`config.mk`:
```
export PLATFORM = sky130hd
export DESIGN_NAME = pulse_gen
export DESIGN_NICKNAME = d
export VERILOG_FILES = /design/src/rtl/measure_pkg.sv /design/src/rtl/pulse_gen_timer.sv /design/src/rtl/pulse_gen.sv
export SDC_FILE = /design/constraint.sdc
export NUM_CORES = 1
export LEC_CHECK = 0
export CAP_MARGIN = 20
export CORE_MARGIN = 2
export CORE_UTILIZATION = 45
export CTS_BUF_LIST = sky130_fd_sc_hd__clkbuf_16
export DETAILED_ROUTE_END_ITERATION = 7
export HOLD_SLACK_MARGIN = 0.1
export PLACE_DENSITY = 0.69
export SLEW_MARGIN = 20
export SYNTH_ARGS = -nofsm -noshare
export SYNTH_HDL_FRONTEND = slang
export SYNTH_SLANG_ARGS = --single-unit
export TNS_END_PERCENT = 5
```
`constraint.sdc`:
```
create_clock -name clk_i -period 2.8 [get_ports clk_i]
set_clock_uncertainty 0.05 [all_clocks]
set_input_delay 0.28 -clock clk_i [delete_from_list [all_inputs] [get_ports clk_i]]
set_output_delay 0.28 -clock clk_i [all_outputs]
set_load 0.1 [all_outputs]
```
`src/rtl/measure_pkg.sv`:
```
// Shared definitions for the period-measurement path (pulse_gen, stb_gen, CSR block).
`timescale 1ns/1ps
package measure_pkg;

    localparam int T_CNT_WIDTH_DEF = 12;
    localparam int N_CNT_WIDTH_DEF = 16;

    typedef enum logic [1:0] {
        IDLE  = 2'd0,
        RUN   = 2'd1,
        DRAIN = 2'd2,
        DELAY = 2'd3
    } pulse_gen_state_e;

    // Operands are zero-extended to 32 bits so any counter width up to 32 can share this check.
    function automatic logic cfg_valid(input logic [31:0] period, input logic [31:0] width);
        return (period >= 32'd2) && (width >= 32'd1) && (width < period);
    endfunction

endpackage

```
`src/rtl/pulse_gen_timer.sv`:
```
// Phase counter for pulse_gen: counts 0..period-1 while enabled, flags the high window and the wrap.
`timescale 1ns/1ps
module pulse_gen_timer
    import measure_pkg::*;
#(
    parameter int T_CNT_WIDTH = T_CNT_WIDTH_DEF
) (
    input  logic                   clk_i,
    input  logic                   arst_ni,
    input  logic                   en_i,
    input  logic [T_CNT_WIDTH-1:0] period_i,
    input  logic [T_CNT_WIDTH-1:0] width_i,
    output logic                   high_o,
    output logic                   wrap_o
);

    logic [T_CNT_WIDTH-1:0] r_phase;
    logic                   w_last;

    // Exact equality against period-1 keeps successive wraps exactly period cycles apart.
    assign w_last = (r_phase == (period_i - 1'b1));
    assign wrap_o = en_i && w_last;
    assign high_o = (r_phase < width_i);

    always_ff @(posedge clk_i or negedge arst_ni) begin
        if (!arst_ni) begin
            r_phase <= '0;
        end else if (!en_i || w_last) begin
            r_phase <= '0;
        end else begin
            r_phase <= r_phase + 1'b1;
        end
    end

endmodule

```
`src/rtl/pulse_gen.sv`:
```
// Programmable periodic pulse source with finite/continuous bursts and graceful stop.
// Optional start-phase delay (phase_i port, DELAY state) enabled by defining PULSE_GEN_PHASE_EN.
`timescale 1ns/1ps
module pulse_gen
    import measure_pkg::*;
#(
    parameter int T_CNT_WIDTH = T_CNT_WIDTH_DEF,
    parameter int N_CNT_WIDTH = N_CNT_WIDTH_DEF
) (
    input  logic                   clk_i,
    input  logic                   arst_ni,
    input  logic                   start_i,
    input  logic                   stop_i,
    input  logic [T_CNT_WIDTH-1:0] period_i,
    input  logic [T_CNT_WIDTH-1:0] width_i,
    input  logic [N_CNT_WIDTH-1:0] count_i,
`ifdef PULSE_GEN_PHASE_EN
    input  logic [T_CNT_WIDTH-1:0] phase_i,
`endif
    output logic                   sig_o,
    output logic                   busy_o,
    output logic                   done_o,
    output logic                   err_o,
    output logic [N_CNT_WIDTH-1:0] pulse_cnt_o
);

    pulse_gen_state_e       r_state, w_state_nxt;
    logic [T_CNT_WIDTH-1:0] r_period, r_width;
    logic [N_CNT_WIDTH-1:0] r_count, r_pulse_cnt, w_cnt_inc;
    logic                   r_sig, r_busy, r_done, r_err;
    logic                   w_cfg_ok, w_accept, w_reject, w_end, w_last_pulse;
    logic                   w_tmr_en, w_high, w_wrap;
`ifdef PULSE_GEN_PHASE_EN
    logic [T_CNT_WIDTH-1:0] r_dly;
`endif

    assign w_tmr_en = (r_state == RUN) || (r_state == DRAIN);

    pulse_gen_timer #(.T_CNT_WIDTH(T_CNT_WIDTH)) u_timer (
        .clk_i    (clk_i),
        .arst_ni  (arst_ni),
        .en_i     (w_tmr_en),
        .period_i (r_period),
        .width_i  (r_width),
        .high_o   (w_high),
        .wrap_o   (w_wrap)
    );

    always_ff @(posedge clk_i or negedge arst_ni) begin
        if (!arst_ni) begin
            r_state <= IDLE;
        end else begin
            r_state <= w_state_nxt;
        end
    end

    always_comb begin
        w_state_nxt  = r_state;
        w_accept     = 1'b0;
        w_reject     = 1'b0;
        w_end        = 1'b0;
        w_cfg_ok     = cfg_valid(32'(period_i), 32'(width_i));
        // Saturating increment keeps continuous mode from wrapping the pulse count.
        w_cnt_inc    = (&r_pulse_cnt) ? r_pulse_cnt : r_pulse_cnt + 1'b1;
        w_last_pulse = (r_count != '0) && (w_cnt_inc == r_count);
        case (r_state)
            IDLE: begin
                if (start_i) begin
                    if (w_cfg_ok) begin
                        w_accept = 1'b1;
`ifdef PULSE_GEN_PHASE_EN
                        w_state_nxt = (phase_i != '0) ? DELAY : RUN;
`else
                        w_state_nxt = RUN;
`endif
                    end else begin
                        w_reject = 1'b1;
                    end
                end
            end
            RUN: begin
                // A stop sampled on the wrap edge finishes with the period that just completed.
                if (w_wrap && (w_last_pulse || stop_i)) begin
                    w_state_nxt = IDLE;
                    w_end       = 1'b1;
                end else if (stop_i) begin
                    w_state_nxt = DRAIN;
                end
            end
            DRAIN: begin
                if (w_wrap) begin
                    w_state_nxt = IDLE;
                    w_end       = 1'b1;
                end
            end
`ifdef PULSE_GEN_PHASE_EN
            DELAY: begin
                if (stop_i) begin
                    w_state_nxt = IDLE;
                    w_end       = 1'b1;
                end else if (r_dly == 1) begin
                    w_state_nxt = RUN;
                end
            end
`endif
            default: begin
                w_state_nxt = IDLE;
            end
        endcase
    end

    // Outputs are registered one cycle behind the phase counter, so sig_o rises one clock after the start edge.
    always_ff @(posedge clk_i or negedge arst_ni) begin
        if (!arst_ni) begin
            r_sig       <= 1'b0;
            r_busy      <= 1'b0;
            r_done      <= 1'b0;
            r_err       <= 1'b0;
            r_pulse_cnt <= '0;
            r_period    <= '0;
            r_width     <= '0;
            r_count     <= '0;
        end else begin
            r_sig  <= w_tmr_en && w_high;
            r_busy <= (r_state != IDLE) && !w_end;
            r_done <= w_end;
            if (w_accept) begin
                r_period    <= period_i;
                r_width     <= width_i;
                r_count     <= count_i;
                r_pulse_cnt <= '0;
                r_err       <= 1'b0;
            end else begin
                if (w_reject) begin
                    r_err <= 1'b1;
                end
                if (w_wrap) begin
                    r_pulse_cnt <= w_cnt_inc;
                end
            end
        end
    end

`ifdef PULSE_GEN_PHASE_EN
    always_ff @(posedge clk_i or negedge arst_ni) begin
        if (!arst_ni) begin
            r_dly <= '0;
        end else if (w_accept) begin
            r_dly <= phase_i;
        end else if (r_state == DELAY) begin
            r_dly <= r_dly - 1'b1;
        end
    end
`endif

    assign sig_o       = r_sig;
    assign busy_o      = r_busy;
    assign done_o      = r_done;
    assign err_o       = r_err;
    assign pulse_cnt_o = r_pulse_cnt;

endmodule

```
Word level (Yosys, flattened, before mapping)

Cells that the tools add are included.

Flip-flop bits (word level): 74
Bits of input ports: 44
Output and inout port bits: 20
Word-level logic and storage cells: 65

Muxes and demuxes: 21
Magnitude comparators: 4
Equal/unequal tests: 8
Add/subtract/negate cells: 3
Reductions and logical operators: 19

Operators by type and width:

| operator                                              | count |
|---|---|
| two-way mux 16 bit                                    | 3 |
| < comparator 12 bit                                   | 2 |
| adder 16 x 1 -> 16 bit (second input constant)        | 1 |
| equality test 16 bit                                  | 1 |
| AND reduction 16 bit                                  | 1 |
| nonzero test 16 bit                                   | 1 |
| adder 12 x 1 -> 12 bit (second input constant)        | 1 |
| equality test 12 bit                                  | 1 |
| >= comparator 12 x 1 -> 1 bit (second input constant) | 1 |
| >= comparator 12 x 2 -> 1 bit (second input constant) | 1 |
| two-way mux 12 bit                                    | 1 |
| subtractor 12 x 1 -> 12 bit (second input constant)   | 1 |
| two-way mux 1 bit                                     | 10 |
| two-way mux 2 bit                                     | 5 |
| logical AND 1 bit                                     | 7 |
| != test 2 bit (second input constant)                 | 3 |
| case mux 2 bit (3 select lines)                       | 1 |
| nonzero test 2 bit                                    | 3 |
| AND reduction 4 bit                                   | 1 |
| logical OR 1 bit                                      | 3 |
| != test 3 x 2 -> 1 bit (second input constant)        | 1 |
| equality test 2 x 1 -> 1 bit (second input constant)  | 1 |
| equality test 2 bit (second input constant)           | 1 |
| zero test 1 bit                                       | 2 |
| 2 further kinds                                       | 2 |

Longest topological paths before layout

Depth after elaboration: 10
Depth in mapped cells: 11
Mapped depth without buffers: 10

By module

From an unflattened synthesis, not the netlist that was laid out.

Cell total of the unflattened synthesis: 492
Area, all modules: 4,902.2 µm²

Modules (own cells, without submodules):

| module          | seq. area each (µm²) | cells an instance | instances | area each (µm²) |
|---|---|---|---|---|
| pulse_gen       | 1,551.5              | 350               | 1         | 3,672.3 |
| pulse_gen_timer | 300.3                | 142               | 1         | 1,229.9 |

Worst setup path before layout

No wires, ideal clock.

Path kind: reg-to-reg
Start: register r_pulse_cnt[1], in the netlist pulse_cnt_o[1]
End: register r_busy, in the netlist busy_o
Data arrival time: 3,633 ps
Buffers on the path: 2
Clock period less this slack: 3,802 ps
Data required time: 2,631 ps
Path slack: -1,002 ps
Stages on the path, launching flop included: 12
Setup time: 119 ps
Cell sequence: dfrtp_1 -> ha_1 -> clkbuf_1 -> nand4_1 -> clkbuf_1 -> nor4_1 -> nor4_1 -> a211oi_1 -> o2111ai_1 -> o41ai_1 -> a21oi_1 -> o21ba_2

Word-level cells in the longest chain between the ends: 10
Elaborated cells on any way between the ends: 11
Those cells by class: add/sub: 1; eq/ne: 1; mux: 3; reduce/logical: 6

Ends and longest elaborated chain:

| element                                                        | line             | RTL |
|---|---|---|
| start, declared                                                | pulse_gen.sv:29  | `logic [N_CNT_WIDTH-1:0] r_count, r_pulse_cnt, w_cnt_inc;` |
| start signal, assigned                                         | pulse_gen.sv:138 | `r_pulse_cnt <= w_cnt_inc;` |
| adder 16 x 1 -> 16 bit or AND reduction 16 bit (tied branches) | pulse_gen.sv:64  | `w_cnt_inc = (&r_pulse_cnt) ? r_pulse_cnt : r_pulse_cnt + 1'b1;` |
| two-way mux 16 bit *                                           | pulse_gen.sv:64  |  |
| equality test 16 bit *                                         | pulse_gen.sv:65  | `w_last_pulse = (r_count != '0) && (w_cnt_inc == r_count);` |
| logical AND 1 bit *                                            | pulse_gen.sv:65  |  |
| logical OR 1 bit *                                             | pulse_gen.sv:83  | `if (w_wrap && (w_last_pulse \|\| stop_i)) begin` |
| logical AND 1 bit *                                            | pulse_gen.sv:83  |  |
| two-way mux 1 bit *                                            | pulse_gen.sv:83  |  |
| case mux 1 bit (2 select lines) *                              | pulse_gen.sv:66  | `case (r_state)` |
| zero test 1 bit *                                              | pulse_gen.sv:125 | `r_busy <= (r_state != IDLE) && !w_end;` |
| logical AND 1 bit *                                            | pulse_gen.sv:125 |  |
| end signal, assigned                                           | pulse_gen.sv:125 |  |
| end, declared                                                  | pulse_gen.sv:30  | `logic r_sig, r_busy, r_done, r_err;` |

Mark *: on every way between the ends. The rest lies on a longest branch, timed or not.
A chain may end at the register's enable or synchronous reset.

Worst setup path in the final report

Start: register r_period[5]
End: register r_state[0]

Word-level cells in the longest chain between the ends: 6
Elaborated cells on any way between the ends: 9
Those cells by class: add/sub: 1; eq/ne: 3; mux: 2; reduce/logical: 3

Ends and longest elaborated chain:

| element                                                                          | line                  | RTL |
|---|---|---|
| start, declared                                                                  | pulse_gen.sv:28       | `logic [T_CNT_WIDTH-1:0] r_period, r_width;` |
| start signal, assigned                                                           | pulse_gen.sv:128      | `r_period <= period_i;` |
| subtractor 12 x 1 -> 12 bit *                                                    | pulse_gen_timer.sv:21 | `assign w_last = (r_phase == (period_i - 1'b1));` |
| equality test 12 bit *                                                           | pulse_gen_timer.sv:21 |  |
| logical AND 1 bit *                                                              | pulse_gen_timer.sv:22 | `assign wrap_o = en_i && w_last;` |
| logical AND 1 bit                                                                | pulse_gen.sv:83       |  |
| != test 3 x 2 -> 1 bit (no line) or two-way mux 2 bit (tied branches)            | -                     |  |
| AND reduction 4 bit (no line) or case mux 2 bit (3 select lines) (tied branches) | -                     |  |
| end signal, assigned                                                             | pulse_gen.sv:53       | `r_state <= w_state_nxt;` |
| end, declared                                                                    | pulse_gen.sv:27       | `pulse_gen_state_e r_state, w_state_nxt;` |

Marked as above.

==> flow_summary_export.csv <==
group,metric,value,unit
job,maxCapViolations,0,
timing,whs,406,ps
run_status,violations,"negative setup slack",
clock_tree,clockBufferDepth,2,
floorplanning,dieArea,0.0124,mm^2
timing,final_hold_viol_count,0,
logic_synthesis,synth_edf_count,0,
drt,wl_per_cell,17.8,um
run_status,status,"complete, but fails checks",
clock_tree,h-tree-depth,3,
timing,clock.fmax,0.350,GHz
global_routing,grt_max_degree,75,
floorplanning,rows,39,
global_routing,grt_pass1_wl,26400,um
setup_path,critPathBufInv,1,
logic_synthesis,ys_seq_elements,74,
pwr,p_int,1.84,mW
clock_tree,cts_tree,"done",
clock_tree,cts.sinks,74,
global_routing,grt_pass1_vias,5269,
drt,drt_iter0_drc,412,
pwr,p_sw_share,23.2,%
timing,min_period,2850,ps
clock_tree,worstSkewPairLatency,350,ps
pwr,ir_worst_vdd,0.281,mV
final_layout,final_core_util,62.2,%
timing,rsz0062_at_grt,"yes",
timing,maxSlewHeadroom,36.0,%
drt,num_vias,5182,
setup_path,critPathRequiredTime,2980,ps
place,gp_congestion,0.911,
final_layout,area_delta_synth_final,36.2,%
setup_path,cpPeakStageDelay,600,ps
timing,fin_setup_tns,-276,ps
global_routing,grt_antenna_before_repair,0,
clock_tree,cts_root_buf,"clkbuf_16",
pwr,combPwrFrac,6.3,%
pwr,sequentialPowerShare,44.6,%
floorplanning,start_util,45.6,%
logic_synthesis,synth_cells,629,
timing,setup_viol,6,
floorplanning,fp.coreArea,0.0113,mm^2
global_routing,grt.total_usage,26.5,%
pwr,net-switching-power,555,uW
timing,min_period_over_period,102,%
setup_path,path_cells,"or4_4 -> nor3_4 -> xnor2_1 -> a211o_1 -> a2111o_1 -> buf_4 -> nor4_1 -> a22oi_1 -> mux2_2",
setup_path,path_max_fanout,4,
drt,final_antenna_net_count,0,
final_layout,drive_gt1_share,23.5,%
place,portBuffers,63,
global_routing,grt_overflow,0,
logic_synthesis,synth_area_per_cell,8.22,um^2
logic_synthesis,synth_nets,701,
floorplanning,die_w,111,um
final_layout,layout.cells.non_filler,900,
drt,drt-vias-per-instance,5.76,
pwr,p_leak,3.18,nW
drt,totalWireLength,16000,um
setup_path,path_delay_family,"simple AND/OR/NAND/NOR gates",
setup_path,start_kind,"flop",
setup_path,crit_type,"reg2reg",
logic_synthesis,synth_area,0.00517,mm^2
logic_synthesis,async_flop_share,100,%
floorplanning,die_y,111,um
logic_synthesis,ys.flop_type,"dfrtp_1",
clock_tree,path_clk_slew,60,ps
clock_tree,cts_made_buffers,9,
drt,drc,0,
setup_path,worstPathArrival,3030,ps
place,dp_cells,881,
setup_path,cpMaxStageDelayCell,"or4_4",
logic_synthesis,ys_warn_count,0,
final_layout,antenna_cells,0,
logic_synthesis,seq_area_frac_synth,35.8,%
setup_path,end_kind,"flop",
place,hpwl,12400,um
min_path,min_path_type,"in2reg",
floorplanning,pin_count,64,
pwr,clkPwrFrac,49.1,%
pwr,finalPower,2.40,mW
pwr,pwr_density_cell,341,mW/mm^2
timing,drv_slew,0,
timing,tightest_slew,960,ps
logic_synthesis,synth.distinct_cells,63,
final_layout,fin_nets,824,
timing,layout_setup_ws,-54.4,ps
drt,drt-pass1-iter-count,5,
-- state kept, by name (all words and copies together) (netlist names) --
signal,count
r_state,2
r_count,16
pulse_cnt_o,16
err_o,1
done_o,1
busy_o,1
r_period,12
r_width,12
sig_o,1
u_timer.r_phase,12
-- tightest hold or removal path: stages --
cell	delay [ps]
clkdlybuf4s50_1	400
nand2_1	50
nand2_1	40
-- area by class of cell --
| cell class | count | area, um^2 |
|---|---|---|
| clock buffer | 9 | 225 |
| multi-input combinational | 481 | 3240 |
| fill | 1012 | 4280 |
| inverter | 38 | 143 |
| timing repair buffer | 148 | 1280 |
| sequential | 74 | 1900 |
| tap | 143 | 179 |
| clock inverter | 7 | 68.8 |
-- cells in the final DEF (no fill, tap or decap), types with 15 or more instances in the layout --
cell type / count
inv_1: 39
dfrtp_1: 58
nand2_1: 96
a21oi_1: 16
nand3_1: 20
o21ai_0: 41
nor2_1: 42
clkdlybuf4s50_1: 42
xor2_1: 15
buf_4: 98
nand4_1: 15
nor3_1: 15
xnor2_1: 31
ha_1: 26
-- routing by layer --
metal | part of all wire (%) | GRT usage, % | up-vias
met3 | 4.5 | 4.54 | 39
met2 | 51 | 47.6 | 177
li1 | - | - | 2475
met4 | 3.1 | 9.88 | 0
met1 | 42 | 31.7 | 2491
met5 | 0 | 0 | -
-- cell usage after synthesis, types with 15 or more instances --
cell type	n	area share [%]
a21oi_1	19	1.8
o21ai_0	44	4.3
nand4_1	15	1.8
nor3_1	18	1.7
nand2_1	96	7.0
nor2_1	44	3.2
dfrtp_1	74	36
ha_1	28	6.8
xor2_1	15	2.5
nor4_1	19	2.3
nand3_1	22	2.1
clkbuf_1	31	2.3
inv_1	38	2.8
xnor2_1	31	5.3
-- path summary, 6_finish.rpt --
check                      slack (ps)               to   startpoint  cells after the start
max                               -50       r_state[0]  r_period[5]                      9
min                               410       r_count[4]   count_i[4]                      3
max reg2reg                       -50       r_state[0]  r_period[5]                      9
min reg2reg                       430       r_width[0]   r_width[0]                      2
max in group asynchronous        1410  pulse_cnt_o[10]      arst_ni                      2
min in group asynchronous         580   pulse_cnt_o[4]      arst_ni                      2
-- power groups by stage --
stage / clock network [mW] / logic [mW] / registers [mW]
after detailed placement: 0 / 0.153 / 1.09
after floorplan: 0 / 0.0345 / 1.09
final: 1.18 / 0.152 / 1.07
after CTS: 1.19 / 0.155 / 1.07
after global placement: 0 / 0.151 / 1.09
after global routing: 1.24 / 0.169 / 1.07
-- metrics by stage --
stage	setup slack, ps	cell area (um^2)
2_1_floorplan	-94.7	5440
3_3_place_gp	-214	6600
3_5_place_dp	-333	6600
4_1_cts	-62.7	6980
5_1_grt	-244	7040
6_report	-54.4	7040
-- cells by family (layout without fill, tap and decap cells) --
logic type / after synthesis / after routing / synth area share [%]
AOI/OAI and AO/OA: 120 / 120 / 15.0
DFF: 74 / 74 / 35.8
adders and majority gates: 28 / 28 / 6.78
xor gates and xnor gates: 46 / 46 / 7.80
buffers and inverters: 74 / 202 / 5.69
and+or+nand+nor: 281 / 281 / 27.7
muxes: 6 / 6 / 1.19
-- repair_timing --
| action | 4_1_cts | 5_1_grt |
|---|---|---|
| hold buffers | 1 | 0 |
| pin swaps | 5 | 4 |
| hold endpoints to repair | 74 | 0 |
| setup buffers | 2 | 0 |
| cloned | 0 | 0 |
| setup endpoints to repair | 26 | 32 |
| gates resized for setup | 12 | 13 |
Power figures use the tool's default switching activity.
